## src/rtl/mem_port_arbiter.sv

```systemverilog
// mem_port_arbiter
//   Shares one memory request port between the I-cache (read-only) and the
//   D-cache (read/write). One transaction in flight at a time, round-robin
//   grant when both request together, sticky watchdog for transactions that
//   never complete.
// Ports
//   clk, rst                      clock, synchronous active-high reset
//   i_req_valid/i_req_addr        I-cache request (held until i_req_ready)
//   i_req_ready/i_rd_data         I-cache completion pulse and read data
//   d_req_valid/d_req_addr/
//   d_req_wr/d_wr_data            D-cache request (held until d_req_ready)
//   d_req_ready/d_rd_data         D-cache completion pulse and read data
//   mem_req_valid/mem_req_addr/
//   mem_req_wr/mem_wr_data        registered request to memory
//   mem_req_ready/mem_rd_data     memory completion pulse and read data
//   err_timeout                   sticky watchdog error
module mem_port_arbiter #(
    parameter int unsigned ADDR_W  = 32,
    parameter int unsigned DATA_W  = 32,
    parameter int unsigned TIMEOUT = 255
) (
    input  logic              clk,
    input  logic              rst,
    input  logic              i_req_valid,
    input  logic [ADDR_W-1:0] i_req_addr,
    output logic              i_req_ready,
    output logic [DATA_W-1:0] i_rd_data,
    input  logic              d_req_valid,
    input  logic [ADDR_W-1:0] d_req_addr,
    input  logic              d_req_wr,
    input  logic [DATA_W-1:0] d_wr_data,
    output logic              d_req_ready,
    output logic [DATA_W-1:0] d_rd_data,
    output logic              mem_req_valid,
    output logic [ADDR_W-1:0] mem_req_addr,
    output logic              mem_req_wr,
    output logic [DATA_W-1:0] mem_wr_data,
    input  logic              mem_req_ready,
    input  logic [DATA_W-1:0] mem_rd_data,
    output logic              err_timeout
);

    localparam int unsigned CNT_W = (TIMEOUT > 0) ? $clog2(TIMEOUT + 1) : 1;

    typedef enum logic [1:0] {
        ST_IDLE   = 2'd0,
        ST_BUSY_I = 2'd1,
        ST_BUSY_D = 2'd2,
        ST_DONE   = 2'd3
    } state_t;

    typedef enum logic {
        GRANT_I = 1'b0,
        GRANT_D = 1'b1
    } grant_t;

    typedef struct packed {
        logic [ADDR_W-1:0] addr;
        logic              wr;
        logic [DATA_W-1:0] wdata;
    } mem_req_t;

    state_t             state_q, state_d;
    grant_t             last_grant_q, last_grant_d;
    mem_req_t           req_q, req_d;
    logic               req_valid_q, req_valid_d;
    logic [CNT_W-1:0]   wdog_q, wdog_d;
    logic               err_q, err_d;
    logic               busy;
    logic               grant_i;

    // Arbitration, request latching, FSM sequencing and watchdog
    always_comb begin
        state_d      = state_q;
        last_grant_d = last_grant_q;
        req_d        = req_q;
        req_valid_d  = req_valid_q;
        wdog_d       = wdog_q;
        err_d        = err_q;

        busy    = (state_q == ST_BUSY_I) || (state_q == ST_BUSY_D);
        // I wins when alone, or when both ask and D had the previous grant
        grant_i = i_req_valid && (!d_req_valid || (last_grant_q == GRANT_D));

        case (state_q)
            ST_IDLE: begin
                if (grant_i) begin
                    state_d      = ST_BUSY_I;
                    last_grant_d = GRANT_I;
                    req_d.addr   = i_req_addr;
                    req_d.wr     = 1'b0;
                    req_d.wdata  = '0;
                    req_valid_d  = 1'b1;
                    wdog_d       = '0;
                end else if (d_req_valid) begin
                    state_d      = ST_BUSY_D;
                    last_grant_d = GRANT_D;
                    req_d.addr   = d_req_addr;
                    req_d.wr     = d_req_wr;
                    req_d.wdata  = d_wr_data;
                    req_valid_d  = 1'b1;
                    wdog_d       = '0;
                end
            end
            ST_BUSY_I, ST_BUSY_D: begin
                if (mem_req_ready) begin
                    state_d     = ST_DONE;
                    req_valid_d = 1'b0;
                end
            end
            ST_DONE: begin
                // Bubble so the served requester can drop valid before re-arbitration
                state_d = ST_IDLE;
            end
            default: begin
                state_d = ST_IDLE;
            end
        endcase

        // Watchdog saturates at TIMEOUT; the FSM keeps waiting on memory
        if (busy) begin
            if (wdog_q == CNT_W'(TIMEOUT)) begin
                err_d = 1'b1;
            end else begin
                wdog_d = wdog_q + CNT_W'(1);
            end
        end
    end

    always_ff @(posedge clk) begin
        if (rst) begin
            state_q      <= ST_IDLE;
            last_grant_q <= GRANT_D;
            req_q        <= '0;
            req_valid_q  <= 1'b0;
            wdog_q       <= '0;
            err_q        <= 1'b0;
        end else begin
            state_q      <= state_d;
            last_grant_q <= last_grant_d;
            req_q        <= req_d;
            req_valid_q  <= req_valid_d;
            wdog_q       <= wdog_d;
            err_q        <= err_d;
        end
    end

    // Completion is passed straight through in the memory-ready cycle; reset suppresses it
    assign i_req_ready = (state_q == ST_BUSY_I) && mem_req_ready && !rst;
    assign d_req_ready = (state_q == ST_BUSY_D) && mem_req_ready && !rst;
    assign i_rd_data   = i_req_ready ? mem_rd_data : '0;
    assign d_rd_data   = d_req_ready ? mem_rd_data : '0;

    assign mem_req_valid = req_valid_q;
    assign mem_req_addr  = req_q.addr;
    assign mem_req_wr    = req_q.wr;
    assign mem_wr_data   = req_q.wdata;
    assign err_timeout   = err_q;

endmodule

```

## config.mk

```make
export PLATFORM = sky130hd
export DESIGN_NAME = mem_port_arbiter
export DESIGN_NICKNAME = d
export VERILOG_FILES = /design/src/rtl/mem_port_arbiter.sv
export SDC_FILE = /design/constraint.sdc
export NUM_CORES = 1
export LEC_CHECK = 0
export CORE_AREA = 3 3 101 103
export DETAILED_ROUTE_END_ITERATION = 8
export DIE_AREA = 0 0 104 106
export DONT_BUFFER_PORTS = 1
export PLACE_DENSITY = 0.52
export SYNTH_ARGS = -nofsm -noshare
export SYNTH_HDL_FRONTEND = slang
export SYNTH_SLANG_ARGS = --single-unit
```

## constraint.sdc

```tcl
create_clock -name clk -period 3.44 [get_ports clk]
set_clock_uncertainty 0.1 [all_clocks]
set_input_delay 0 -clock clk [delete_from_list [all_inputs] [get_ports clk]]
set_output_delay 0 -clock clk [all_outputs]
set_load 0.02 [all_outputs]
```

==> results.yml, run 1 <==
run_status:
  tool.error: "[ERROR RSZ-0060] Max buffer count reached."
  failing_step: "clock tree synthesis"
  run_status: "aborted with a tool error"
clocking:
  cts.sinks: 78
  post_cts_buffers: 0
  cts_made_buffers: 9
  cts_resized: 0
  h-tree-depth: 3
  clk_path_buf_depth: 2
  ctsHoldBuffers: 106
  root_buffer: "clkbuf_8"
yosys:
  synth.distinct_cells: 39
  yosysWarnings: 0
  synth_edf_count: 0
  syn_nets: 545
  synth.ff_latch_count: 78
  async_reset_ff_frac: 0
  postSynthAreaPerCell_um2: 9.03
  ys_seq_area_frac: 0.426
  synth_area_leaders: "dfxtp_1 (43%), and2_1 (11%), mux2i_1 (9.0%)"
  post-synth-top-area-fraction: 0.426
  synth_cells: 406
  synthFlopType: "dfxtp_1"
  syn-cell-area_um2: 3670
  synth_top_cell_by_area: "dfxtp_1"
placed_design:
  port_buffers: 0
  dp.cells: 508
  place_ws_ns: 1.41
  dp_hpwl_um: 7680
  place.gp.congestion: 0.777
die:
  rows: 35
  die-height_um: 106
  start_util: 0.395
  chipWidth_um: 104
  pin_count: 267
synth_stat cells, types with 2 or more instances:
| cell | count |
|---|---|
| and2_1 | 65 |
| buf_1 | 3 |
| ha_1 | 5 |
| dfxtp_1 | 78 |
| and3b_1 | 2 |
| nor2b_1 | 2 |
| nand2b_1 | 3 |
| mux2i_1 | 33 |
| a21oi_1 | 7 |
| nand2_1 | 5 |
| a211oi_1 | 33 |
| inv_1 | 3 |
| and4_1 | 2 |
| o21a_1 | 2 |
| a211o_1 | 3 |
| a31oi_1 | 2 |
| clkbuf_1 | 16 |
| o21ai_0 | 2 |
| o211ai_1 | 2 |
| buf_2 | 9 |
| nor2_1 | 72 |
| buf_12 | 3 |
| a22oi_1 | 33 |
| nand3_1 | 6 |
metrics by stage:
step	area, µm²	hold slack [ns]
2_1_floorplan	3670	0.0483
3_5_place_dp	3690	-0.0150
3_3_place_gp	3690	-0.0201
cells by family after synthesis:
family | after synthesis | share of synthesized area
and+or+nand+nor | 163 | 0.226
AOI/OAI and AO/OA | 91 | 0.186
DFF | 78 | 0.426
buffers and inverters | 35 | 0.0522
muxes | 33 | 0.0901
adders and majority gates | 5 | 0.0171
xor gates and xnor gates | 1 | 0.00239
==> inputs of run 2 (changes only) <==
Settings changed: CORE_AREA 3 3 101 103 to not set, CORE_MARGIN set to 3, CORE_UTILIZATION set to 29, DIE_AREA 0 0 104 106 to not set, PLACE_DENSITY 0.52 to not set, PLACE_DENSITY_LB_ADDON set to 0.15.
==> run 2 against run 1 <==
  * The flow now finishes without violations
  * Area after synthesis unchanged
  * Synthesized cell count unchanged
==> results.yml, run 2 <==
global_route:
  grt.total_usage: 0.156
  antenna_found_initial: 0
  grt_pass1_vias: 3460
  grt_max_degree: 75
  grt_pass1_wl_um: 17700
  grt.overflow.total: 0
timing:
  fin_crit_ns: 2.71
  fin_ws_ns: 0.735
  max-slew-margin-rel: 0.299
  finalHoldViolations: 0
  timing.fmax_mhz: 370
  holdWs_ns: 0.0345
  fin_crit_sh: 0.786
  finalSetupViolations: 0
  slew_violations: 0
  rsz0062_at_grt: "false"
  worstMarginPinSlew_ns: 1.05
  totalNegativeSetupSlack_ns: 0
placed_design:
  dp_hpwl_um: 7620
  place.gp.congestion: 0.755
  dpl_cell_area_um2: 3740
  place_ws_ns: 1.32
  port_buffers: 0
worst_hold_path:
  hold_start: "d_req_valid"
  min_path_type: "primary input to flop"
die:
  start_util: 0.301
  dieArea_um2: 14000
  die-height_um: 118
  pin_count: 267
  core_um2: 12200
  chipWidth_um: 118
  rows: 40
yosys:
  synth_edf_count: 0
  syn-cell-area_um2: 3670
  synth.distinct_cells: 39
  synthFlopType: "dfxtp_1"
  synth_top_cell_by_area: "dfxtp_1"
  yosysWarnings: 0
  synth_most_common_cell: "dfxtp_1"
  ys_seq_area_frac: 0.426
  synth_cells: 406
  yosys-top-cells-count: "dfxtp_1 (78), nor2_1 (72), and2_1 (65)"
  postSynthAreaPerCell_um2: 9.03
  post-synth-top-area-fraction: 0.426
  async_reset_ff_frac: 0
  synth_area_leaders: "dfxtp_1 (43%), and2_1 (11%), mux2i_1 (9.0%)"
  syn_nets: 545
  synth.ff_latch_count: 78
final_layout:
  final_nets: 641
  syn_to_final_growth_pct: 42.5
  drive_gt1_frac: 0.0533
  diodes: 0
  postLayoutCellArea_um2: 5220
  layout_commonest_cell: "dlygate4sd3_1"
  layout_common_cells: "dlygate4sd3_1 (111), dfxtp_1 (78), nor2_1 (72), and2_1 (65)"
  nFillCells: 1135
worst_setup_path:
  critPathLaunchType: "flop"
  cp.arrival_ns: 2.78
  end_kind: "flop"
  crit_type: "flop to flop"
  critPathBufInv: 2
  worst_path_max_delay_cell: "o21ai_4"
  cp_cell_sequence: "o21ai_4 -> buf_4 -> mux2i_1 -> dlygate4sd3_1 -> a211oi_1"
  cp_max_fo: 24
  crit_start: "last_grant_q"
  slowest_delay_ns: 0.84
  reg2reg_from: "last_grant_q"
  crit_family: "buffers and inverters"
  regToRegSetupSlack_ns: 0.73
  cp.required_ns: 3.52
routing:
  drt_iter0_drc: 156
  final_antenna_net_count: 0
  drcViolationCount: 0
  wirelength_um: 11800
  via_count: 3347
  post_drt_wl_per_cell_um: 17.5
  dr.pass1.iters: 4
  vias_per_cell: 4.96
power_and_ir_drop:
  combinationalPowerShare: 0.322
  p_int_mw: 2.34
  power.leakage_nw: 2.13
  swShare: 0.394
  vdd_drop_max_v: 0.000319
  switching_power_mw: 1.52
  seq_power_share: 0.396
  power_density_nw_per_um2: 739
  power.total_mw: 3.86
  pwr-share-clk: 0.282
clocking:
  cts_made_buffers: 9
  cts.sinks: 78
  clk_path_buf_depth: 2
  clkTransAtPathRegs_ns: 0.06
  clock_latency_ns: 0.32
  cts_resized: 0
  cts_tree: "yes"
  root_buffer: "clkbuf_16"
  h-tree-depth: 3
run:
  drv_cap: 0
run_status:
  run_status: "finished clean"
-- run 2: cell counts after synthesis --
Identical to the previous run, type by type.
-- run 2: metal layers --
layer / GRT usage / share of wire / up-vias
li1: - / - / 1620
met1: 0.154 / 0.36 / 1555
met2: 0.313 / 0.56 / 160
met3: 0.0364 / 0.067 / 12
met4: 0.0558 / 0.017 / 0
met5: 0 / 0 / -
-- run 2: worst paths after layout --
| check | endpoint | cells after the start |
|---|---|---|
| hold reg to reg | wdog_q[6] | 1 |
| setup reg to reg | mem_req_addr[25] | 5 |
| setup / recovery | mem_req_addr[25] | 5 |
| hold / removal | state_q[1] | 4 |
-- run 2: power groups by stage --
stage	Sequential (mW)	Clock [mW]	Combinational, mW
global placement	1.55	0	1.03
CTS	1.53	1.12	1.22
floorplan	1.48	0	0.917
finish	1.53	1.09	1.24
global route	1.55	1.16	1.38
detailed placement	1.55	0	1.04
-- run 2: final cells by class --
cell class              count  area, µm²  area share
repair buffers            116       1170       0.224
clock inverters             7        121      0.0232
inverters                   4       15.0     0.00287
multi-input cells         293       1920       0.368
well taps                 168        210      0.0402
flip-flops and latches     78       1560       0.299
clock buffers               9        225      0.0431
-- run 2: logic make-up (layout without fill, tap and decap cells) --
kind of cell,count (synthesis),after routing,share of synthesized area
flip-flops,78,78,0.426
adder cells (fa/ha/maj),5,5,0.0171
AO/OA/AOI/OAI,91,91,0.186
multiplexers,33,33,0.0901
AND/OR/NAND/NOR,163,163,0.226
XOR/XNOR,1,1,0.00239
buffers and inverters,35,136,0.0522
-- run 2: metrics by stage --
| step | util | std cells |
|---|---|---|
| 4_1_cts | 0.430 | 675 |
| 3_5_place_dp | 0.307 | 547 |
| 3_3_place_gp | 0.307 | 547 |
| 6_report | 0.430 | 675 |
| 2_1_floorplan | - | 406 |
| 5_1_grt | 0.430 | 675 |
-- run 2: worst reg2reg max path, cell delays in order, from the launching register on --
cell and delay [ns]:
dfxtp_1 0.38, o21ai_4 0.84, buf_4 0.36, mux2i_1 0.22, dlygate4sd3_1 0.58, a211oi_1 0.08
-- run 2: what timing repair did --
item                      CTS  global route
hold endpoints to repair   75             0
hold buffers              112             0
setup buffers               0             0
No activity file was read; power rests on OpenSTA's default activity.
==> inputs of run 3 (changes only) <==
Clock period 3.44 ns to 2.3 ns, I/O delays scaled along.
==> run 3 against run 2 <==
  * Register-to-register slack lost 0.57 ns
  * Total power up 49%
  * Combinational power rose by 61%
  * Clock power increased by 33%
  * Global-route usage rose by 0.29 points
==> results.yml, run 3 (synthesis results as in run 2) <==
run_status:
  run_status: "finished clean"
worst_setup_path:
  end_kind: "flop"
  cp.required_ns: 2.47
  cp.arrival_ns: 2.31
  crit_top_cell: "inv_1"
  worst_path_max_delay_cell: "dlygate4sd3_1"
  cp_cell_sequence: "inv_1 -> ha_2 -> inv_1 -> a211oi_4 -> buf_12 -> a22oi_1 -> nor2_1 -> dlygate4sd3_1"
  slowest_delay_ns: 0.56
  critPathLaunchType: "flop"
  cp_max_fo: 17
  crit_type: "flop to flop"
placed_design:
  place.gp.congestion: 0.721
  place_ws_ns: 0.284
  port_buffers: 0
  dp_hpwl_um: 7500
clocking:
  clk_path_buf_depth: 2
  h-tree-depth: 3
  clkTransAtPathRegs_ns: 0.06
  clock_latency_ns: 0.33
  cts_made_buffers: 9
  cts.sinks: 78
  root_buffer: "clkbuf_16"
  cts_tree: "yes"
die:
  pin_count: 267
  start_util: 0.301
  dieArea_um2: 14000
  chipWidth_um: 118
  die-height_um: 118
  core_um2: 12200
  rows: 40
routing:
  post_drt_wl_per_cell_um: 17.4
  via_count: 3388
  vias_per_cell: 5.00
  wirelength_um: 11800
  drt_iter0_drc: 155
  dr.pass1.iters: 5
  final_antenna_net_count: 0
  drcViolationCount: 0
global_route:
  grt_max_degree: 75
  grt.overflow.total: 0
  grt_pass1_wl_um: 17900
  grt_pass1_vias: 3423
  grt.total_usage: 0.159
  antenna_found_initial: 0
timing:
  fin_crit_sh: 0.927
  rsz0062_at_grt: "false"
  worstMarginPinSlew_ns: 0.816
  max-slew-margin-rel: 0.456
  totalNegativeSetupSlack_ns: 0
  fin_crit_ns: 2.13
  fin_ws_ns: 0.167
  timing.fmax_mhz: 469
  finalSetupViolations: 0
  finalHoldViolations: 0
  slew_violations: 0
run:
  drv_cap: 0
final_layout:
  multiInputGateArea_um2: 1930
  drive_gt1_frac: 0.0627
  layout_common_cells: "dlygate4sd3_1 (110), dfxtp_1 (78), nor2_1 (72), and2_1 (65)"
  seqCellArea_um2: 1560
  final_nets: 644
  diodes: 0
  syn_to_final_growth_pct: 43.9
  nFillCells: 1134
  layout_commonest_cell: "dlygate4sd3_1"
worst_hold_path:
  min_path_type: "primary input to flop"
power_and_ir_drop:
  vdd_drop_max_v: 0.000494
  power.leakage_nw: 2.14
  power_density_nw_per_um2: 1090
[run 3: worst paths after layout]
check	from	endpoint	slack, ns	cells after the start
setup / recovery	state_q[0]	mem_wr_data[11]	0.17	8
hold / removal	i_req_valid	mem_wr_data[29]	0.01	4
setup reg to reg	state_q[0]	mem_wr_data[11]	0.17	8
hold reg to reg	state_q[1]	state_q[1]	0.40	2
[run 3: final cells by class]
class / instances / area share
sequential: 78 / 0.296
timing repair buffer: 119 / 0.236
multi-input combinational: 293 / 0.366
clock inverter: 5 / 0.0109
inverter: 4 / 0.00285
tap: 168 / 0.0398
clock buffer: 11 / 0.0479
[run 3: timing repair]
action | 4_1_cts | 5_1_grt
endpoints found under the hold margin | 75 | 0
resized for setup | 0 | 6
setup buffers | 0 | 1
hold buffers | 111 | 0
setup endpoints to repair | 0 | 20
[run 3: per-layer routing]
| metal | track usage | up-vias | wire length [µm] |
|---|---|---|---|
| met5 | 0 | - | 0 |
| li1 | - | 1621 | - |
| met2 | 0.305 | 165 | 6340 |
| met4 | 0.0666 | 0 | 260 |
| met1 | 0.163 | 1584 | 4370 |
| met3 | 0.0392 | 18 | 831 |
[run 3: through the flow]
step,total power [mW],cells,area [µm²],hold WS (ns),util
after floorplan,3.59,406,3670,0.0483,-
after global placement,3.93,549,3780,-0.0189,0.311
after detailed placement,3.97,549,3780,-0.0152,0.311
after CTS,5.68,676,5220,0.00127,0.429
after global routing,6.11,678,5280,0.0348,0.434
final,5.74,678,5280,0.0131,0.434
[run 3: critical path: cells and delay by family, from the launching register on]
kind	cells	cell delay [ns]
DFF	1	0.33
adders and majority gates	1	0.25
AOI/OAI and AO/OA	2	0.31
buffers and inverters	4	0.93
and+or+nand+nor	1	0.14
[run 3: power breakdown]
part           internal [mW]  total, mW  switching (mW)
sequential              1.68       2.29           0.607
combinational          0.860       2.00            1.15
clock                  0.897       1.45           0.552
total                   3.44       5.74            2.30
